**config.mk**
```make
export PLATFORM = sky130hd
export DESIGN_NAME = branch_resolve_unit
export DESIGN_NICKNAME = d
export VERILOG_FILES = /design/src/rtl/branch_resolve_unit.sv
export SDC_FILE = /design/constraint.sdc
export NUM_CORES = 1
export LEC_CHECK = 0
export BUFFER_PORTS_ARGS = -buffer_cell sky130_fd_sc_hd__clkbuf_2
export CORE_UTILIZATION = 54
export CTS_CLUSTER_DIAMETER = 40
export CTS_CLUSTER_SIZE = 16
export DETAILED_ROUTE_END_ITERATION = 8
export PLACE_DENSITY = 0.76
export SLEW_MARGIN = 10
export SYNTH_ARGS = -nofsm -noshare
export SYNTH_HDL_FRONTEND = slang
export SYNTH_SLANG_ARGS = --single-unit
```
**constraint.sdc**
```tcl
create_clock -name clk -period 11.7 [get_ports clk]
set_input_delay 0.585 -clock clk [delete_from_list [all_inputs] [get_ports clk]]
set_output_delay 0.585 -clock clk [all_outputs]
set_load 0.03 [all_outputs]
```
**src/rtl/branch_resolve_unit.sv**
```systemverilog
// Branch resolve unit: in-order queue of fetch-time predictions, retired by
// execute. Each resolve produces a registered training update for the predictor,
// a mispredict/flush pulse on a wrong guess, and accuracy statistics.
module branch_resolve_unit #(
  parameter int DEPTH = 8,
  parameter int CNT_W = 32
) (
  input  logic                       clk,
  input  logic                       reset,
  input  logic                       pred_valid,
  output logic                       pred_ready,
  input  logic [31:0]                pred_pc,
  input  logic                       pred_taken,
  input  logic                       pred_is_branch,
  input  logic                       res_valid,
  input  logic                       res_taken,
  input  logic                       res_is_branch,
  output logic                       upd_valid,
  output logic [31:0]                upd_pc,
  output logic                       upd_taken,
  output logic                       upd_is_branch,
  output logic                       mispredict,
  output logic [$clog2(DEPTH):0]     occupancy,
  output logic                       underflow_err,
  output logic [CNT_W-1:0]           total_branches,
  output logic [CNT_W-1:0]           correct_predictions
);

  localparam int AW = $clog2(DEPTH);
  localparam int PW = AW + 1;

  typedef struct packed {
    logic [31:0] pc;
    logic        taken;
    logic        is_br;
  } entry_t;

  typedef enum logic {RUN = 1'b0, FLUSH = 1'b1} state_t;

  state_t              state_q, state_d;
  entry_t              entry_q [DEPTH];
  entry_t              entry_d [DEPTH];
  logic [PW-1:0]       wr_ptr_q, wr_ptr_d, rd_ptr_q, rd_ptr_d;
  logic                upd_valid_q, upd_valid_d;
  logic [31:0]         upd_pc_q, upd_pc_d;
  logic                upd_taken_q, upd_taken_d;
  logic                upd_is_branch_q, upd_is_branch_d;
  logic                mispredict_q, mispredict_d;
  logic                underflow_q, underflow_d;
  logic [CNT_W-1:0]    total_q, total_d, correct_q, correct_d;

  logic                full, empty, run, resolve, miss, push;
  entry_t              head;

  // Queue status and handshake decode
  always_comb begin
    full    = (wr_ptr_q[AW-1:0] == rd_ptr_q[AW-1:0]) && (wr_ptr_q[AW] != rd_ptr_q[AW]);
    empty   = (wr_ptr_q == rd_ptr_q);
    run     = (state_q == RUN);
    head    = entry_q[rd_ptr_q[AW-1:0]];
    resolve = res_valid && !empty && run;
    miss    = resolve && ((head.is_br != res_is_branch) ||
                          (res_is_branch && (head.taken != res_taken)));
    // A push that lands on the same edge as a flush is thrown away with the rest.
    push    = pred_valid && !full && run && !miss;
  end

  // Entry storage write
  always_comb begin
    entry_d = entry_q;
    if (push) entry_d[wr_ptr_q[AW-1:0]] = '{pc: pred_pc, taken: pred_taken, is_br: pred_is_branch};
  end

  // Pointer update; a miss drops every queued entry by catching rd up to wr
  always_comb begin
    wr_ptr_d = wr_ptr_q + PW'(push);
    rd_ptr_d = miss ? wr_ptr_q : rd_ptr_q + PW'(resolve);
  end

  // FSM next state: a miss forces exactly one FLUSH cycle
  always_comb begin
    state_d = state_q;
    case (state_q)
      RUN:     if (miss) state_d = FLUSH;
      FLUSH:   state_d = RUN;
      default: state_d = RUN;
    endcase
  end

  // Training update, mispredict pulse, sticky underflow and statistics
  always_comb begin
    upd_valid_d     = 1'b0;
    upd_pc_d        = '0;
    upd_taken_d     = 1'b0;
    upd_is_branch_d = 1'b0;
    mispredict_d    = miss;
    underflow_d     = underflow_q || (res_valid && empty && run);
    total_d         = total_q;
    correct_d       = correct_q;
    if (resolve) begin
      upd_valid_d     = head.is_br || res_is_branch;
      upd_pc_d        = head.pc;
      upd_taken_d     = res_taken;
      upd_is_branch_d = res_is_branch;
      if (res_is_branch) begin
        total_d = total_q + 1'b1;
        if (head.is_br && (head.taken == res_taken)) correct_d = correct_q + 1'b1;
      end
    end
  end

  // State registers
  always_ff @(posedge clk or posedge reset) begin
    if (reset) begin
      state_q         <= RUN;
      for (int i = 0; i < DEPTH; i++) entry_q[i] <= '0;
      wr_ptr_q        <= '0;
      rd_ptr_q        <= '0;
      upd_valid_q     <= 1'b0;
      upd_pc_q        <= '0;
      upd_taken_q     <= 1'b0;
      upd_is_branch_q <= 1'b0;
      mispredict_q    <= 1'b0;
      underflow_q     <= 1'b0;
      total_q         <= '0;
      correct_q       <= '0;
    end else begin
      state_q         <= state_d;
      entry_q         <= entry_d;
      wr_ptr_q        <= wr_ptr_d;
      rd_ptr_q        <= rd_ptr_d;
      upd_valid_q     <= upd_valid_d;
      upd_pc_q        <= upd_pc_d;
      upd_taken_q     <= upd_taken_d;
      upd_is_branch_q <= upd_is_branch_d;
      mispredict_q    <= mispredict_d;
      underflow_q     <= underflow_d;
      total_q         <= total_d;
      correct_q       <= correct_d;
    end
  end

  assign pred_ready          = !full && run;
  assign occupancy           = wr_ptr_q - rd_ptr_q;
  assign upd_valid           = upd_valid_q;
  assign upd_pc              = upd_pc_q;
  assign upd_taken           = upd_taken_q;
  assign upd_is_branch       = upd_is_branch_q;
  assign mispredict          = mispredict_q;
  assign underflow_err       = underflow_q;
  assign total_branches      = total_q;
  assign correct_predictions = correct_q;

endmodule

```
==> impl_metrics.py <==
metrics = {
    "sta": {
        "fmaxAchievable_mhz": 213,
        "slew_viol_final": 0,
        "tightest_slew_ns": 1.17,
        "relSlewSlack_pct": 22.3,
        "finalHoldViolations": 0,
        "setup_violations": 0,
        "period_needed_ns": 4.69,
        "finalClockSkew_ns": 0.0162,
        "fin_setup_tns_ns": 0,
        "rsz0062_at_grt": "no",
        "period_share_pct": 40.1,
    },
    "worst_setup_path": {
        "crit_path_max_fanout": 60,
        "crit_path_end": "entry_q[12]$_DFFE_PP0P_",
        "worst-setup-path-type": "flip-flop to flip-flop",
        "startpoint": "rd_ptr_q[1]$_DFF_PP0_",
        "r2r_end": "entry_q[12]$_DFFE_PP0P_",
        "r2r-start": "rd_ptr_q[1]$_DFF_PP0_",
        "r2r_cells": 9,
        "cp-end-kind": "flip-flop",
        "cp_data_arrival_time_ns": 5.10,
        "startpoint_type": "flip-flop",
        "cp.required_ns": 12.11,
        "rrSetupSlack_ns": 7.01,
    },
    "routing": {
        "vias": 10041,
        "routed_wl_um": 34600,
        "post_drt_wl_per_cell_um": 20.0,
        "drt_iter0_markers": 557,
        "drc": 19,
        "firstDrtPassIters": 8,
        "ant_nets": 0,
        "viasPerCell": 5.79,
    },
    "floorplanning": {
        "die_h_um": 180,
        "core-area_um2": 30800,
        "die_width_um": 180,
        "dieArea_um2": 32300,
        "initial_core_util_pct": 55.3,
        "row_count": 64,
        "io_pins": 146,
    },
    "clocking": {
        "postCtsSetupBuffers": 0,
        "clockRootBuffer": "clkbuf_16",
        "cts_max_level": 2,
        "clkTransAtPathRegs_ns": 0.06,
        "cts.path.max_buffers": 3,
        "hold_buffers": 0,
        "cts-resized-gates": 0,
        "clock_latency_ns": 0.54,
        "numCtsBuffers": 44,
        "clock-sinks": 382,
        "tritoncts": "done",
    },
    "cells_and_area": {
        "syn_to_final_growth_pct": 14.9,
        "stdcell_area_um2": 19600,
        "drive_above_1_share_pct": 45.0,
        "num_antenna_cells": 0,
        "nets": 1357,
        "fillers": 2273,
    },
    "global_routing": {
        "overflow": 0,
        "grt_max_degree": 150,
        "grt_pass1_wl_um": 58100,
        "grt_pass1_vias": 10645,
        "grt.total_usage_pct": 22.5,
        "antenna_found_initial": 0,
    },
    "yosys": {
        "synth.area.top_cells": "dfrtp_1 (56%), mux2_2 (15%), mux4_2 (8.7%)",
        "synth_area_um2": 17000,
        "synthArstFlopShare_pct": 100,
        "synth_ff_type": "dfrtp_1",
        "synth_seq_cells": 382,
        "yosys-top-cells-count": "dfrtp_1 (382), mux2_2 (234), nand2_1 (96), mux4_2 (66), mux2_4 (46)",
        "synth_cell_types": 45,
        "ys.warnings.count": 0,
        "synth-edff-count": 0,
        "ys_seq_area_share_pct": 56.1,
        "synth_largest_area_cell": "dfrtp_1",
        "synth_most_common_cell": "dfrtp_1",
        "syn_avg_cell_area_um2": 14.7,
        "synth.top_cell.area_share_pct": 56.1,
        "netlist_instances": 1162,
        "syn-num-nets": 1213,
    },
    "status": {
        "failed_checks": "design-rule violations",
        "status": "finished, violations left",
    },
    "placed_design": {
        "place_congestion": 0.801,
        "dpl.hpwl_um": 20800,
        "place_area_um2": 18000,
        "portBuffers": 145,
    },
    "power_and_ir_drop": {
        "p_total_w": 0.00555,
        "vdd_ir_drop_max_v": 0.000184,
        "p_per_area_nw_per_um2": 284,
        "power.leakage_nw": 9.10,
    },
    "min_path": {
        "hold_class": "input port to async pin",
    },
    "job": {
        "maxCapViolations": 0,
    },
}
cells by family (layout without fill, tap and decap cells):
family                     Yosys count  count (layout)  synth area share (%)
DFF                                382             382                  56.1
AOI/OAI and AO/OA                   52              52                  2.21
and+or+nand+nor                    214             214                  6.01
xor gates and xnor gates            69              69                  3.55
muxes                              348             348                  28.4
buffers and inverters               86             263                  2.95
adders and majority gates           11              11                 0.852
cells in the final DEF (no fill, tap or decap), types with 12 or more instances in the layout:
| master | n |
|---|---|
| nor2_1 | 16 |
| xor2_1 | 40 |
| nor4_1 | 17 |
| and3_1 | 12 |
| clkbuf_16 | 45 |
| nor3_1 | 17 |
| buf_4 | 18 |
| nand2_1 | 96 |
| nand3_1 | 27 |
| a21oi_1 | 36 |
| xnor2_1 | 29 |
| mux2_2 | 234 |
| mux2_4 | 46 |
| mux4_2 | 66 |
| nand4_1 | 14 |
| inv_1 | 18 |
| dfrtp_1 | 380 |
| clkbuf_2 | 145 |
routing by layer:
metal	wire [um]	vias to the layer above	global-route usage, %
met5	0	-	0
li1	-	4495	-
met2	16800	242	36.9
met3	1760	50	3.42
met4	611	0	5.28
met1	15500	5254	31.9
where the power goes:
part           internal [W]  leakage [nW]  switching [W]
combinational       0.00104          3.56       0.000903
clock              0.000864         0.756       0.000586
sequential          0.00185          4.78       0.000315
layout make-up:
class / instances / area (um^2) / share of cell area, %
clock buffers: 47 / 1140 / 5.84
well taps: 396 / 495 / 2.53
repair buffers: 163 / 861 / 4.40
clock inverters: 32 / 413 / 2.11
flip-flops and latches: 382 / 9570 / 48.9
multi-input cells: 694 / 7010 / 35.8
inverters: 21 / 86.3 / 0.441
through the flow:
stage / utilization, % / setup WS, ns / hold WS [ns] / cells
after floorplan: - / 0.501 / 0.474 / 1162
after global placement: 58.5 / 7.08 / 0.447 / 1656
after detailed placement: 58.5 / 7.01 / 0.452 / 1656
after CTS: 63.5 / 6.99 / 0.320 / 1735
after global routing: 63.5 / 6.82 / 0.340 / 1735
final: 63.5 / 7.01 / 0.304 / 1735
sequential cells by signal (all words and copies together) (netlist names):
register             flops
entry_q                272
correct_predictions     32
total_branches          32
upd_pc                  32
rd_ptr_q                 4
wr_ptr_q                 4
mispredict               1
state_q                  1
underflow_err            1
upd_is_branch            1
upd_taken                1
upd_valid                1
worst min path at each step:
stage	start	end	slack (ns)	cells past startpoint
floorplan	entry_q[71]$_DFFE_PP0P_	entry_q[71]$_DFFE_PP0P_	0.47	1
global placement	underflow_err$_DFF_PP0_	underflow_err$_DFF_PP0_	0.45	1
detailed placement	underflow_err$_DFF_PP0_	underflow_err$_DFF_PP0_	0.45	1
CTS	res_taken	upd_taken$_DFF_PP0_	0.32	3
global route	res_taken	upd_taken$_DFF_PP0_	0.34	3
finish	reset	upd_pc[26]$_DFF_PP0_	0.30	2
critical path, cell delays in order, from the launching register on:
cell      delay, ns
dfrtp_4        0.57
buf_4          0.75
mux4_2         0.60
mux2_2         0.32
inv_1          0.11
ha_1           0.25
nand2_1        0.08
nand3_1        0.33
a2111o_2       1.03
mux2_4         0.46
(Power assumes the default switching activity.)
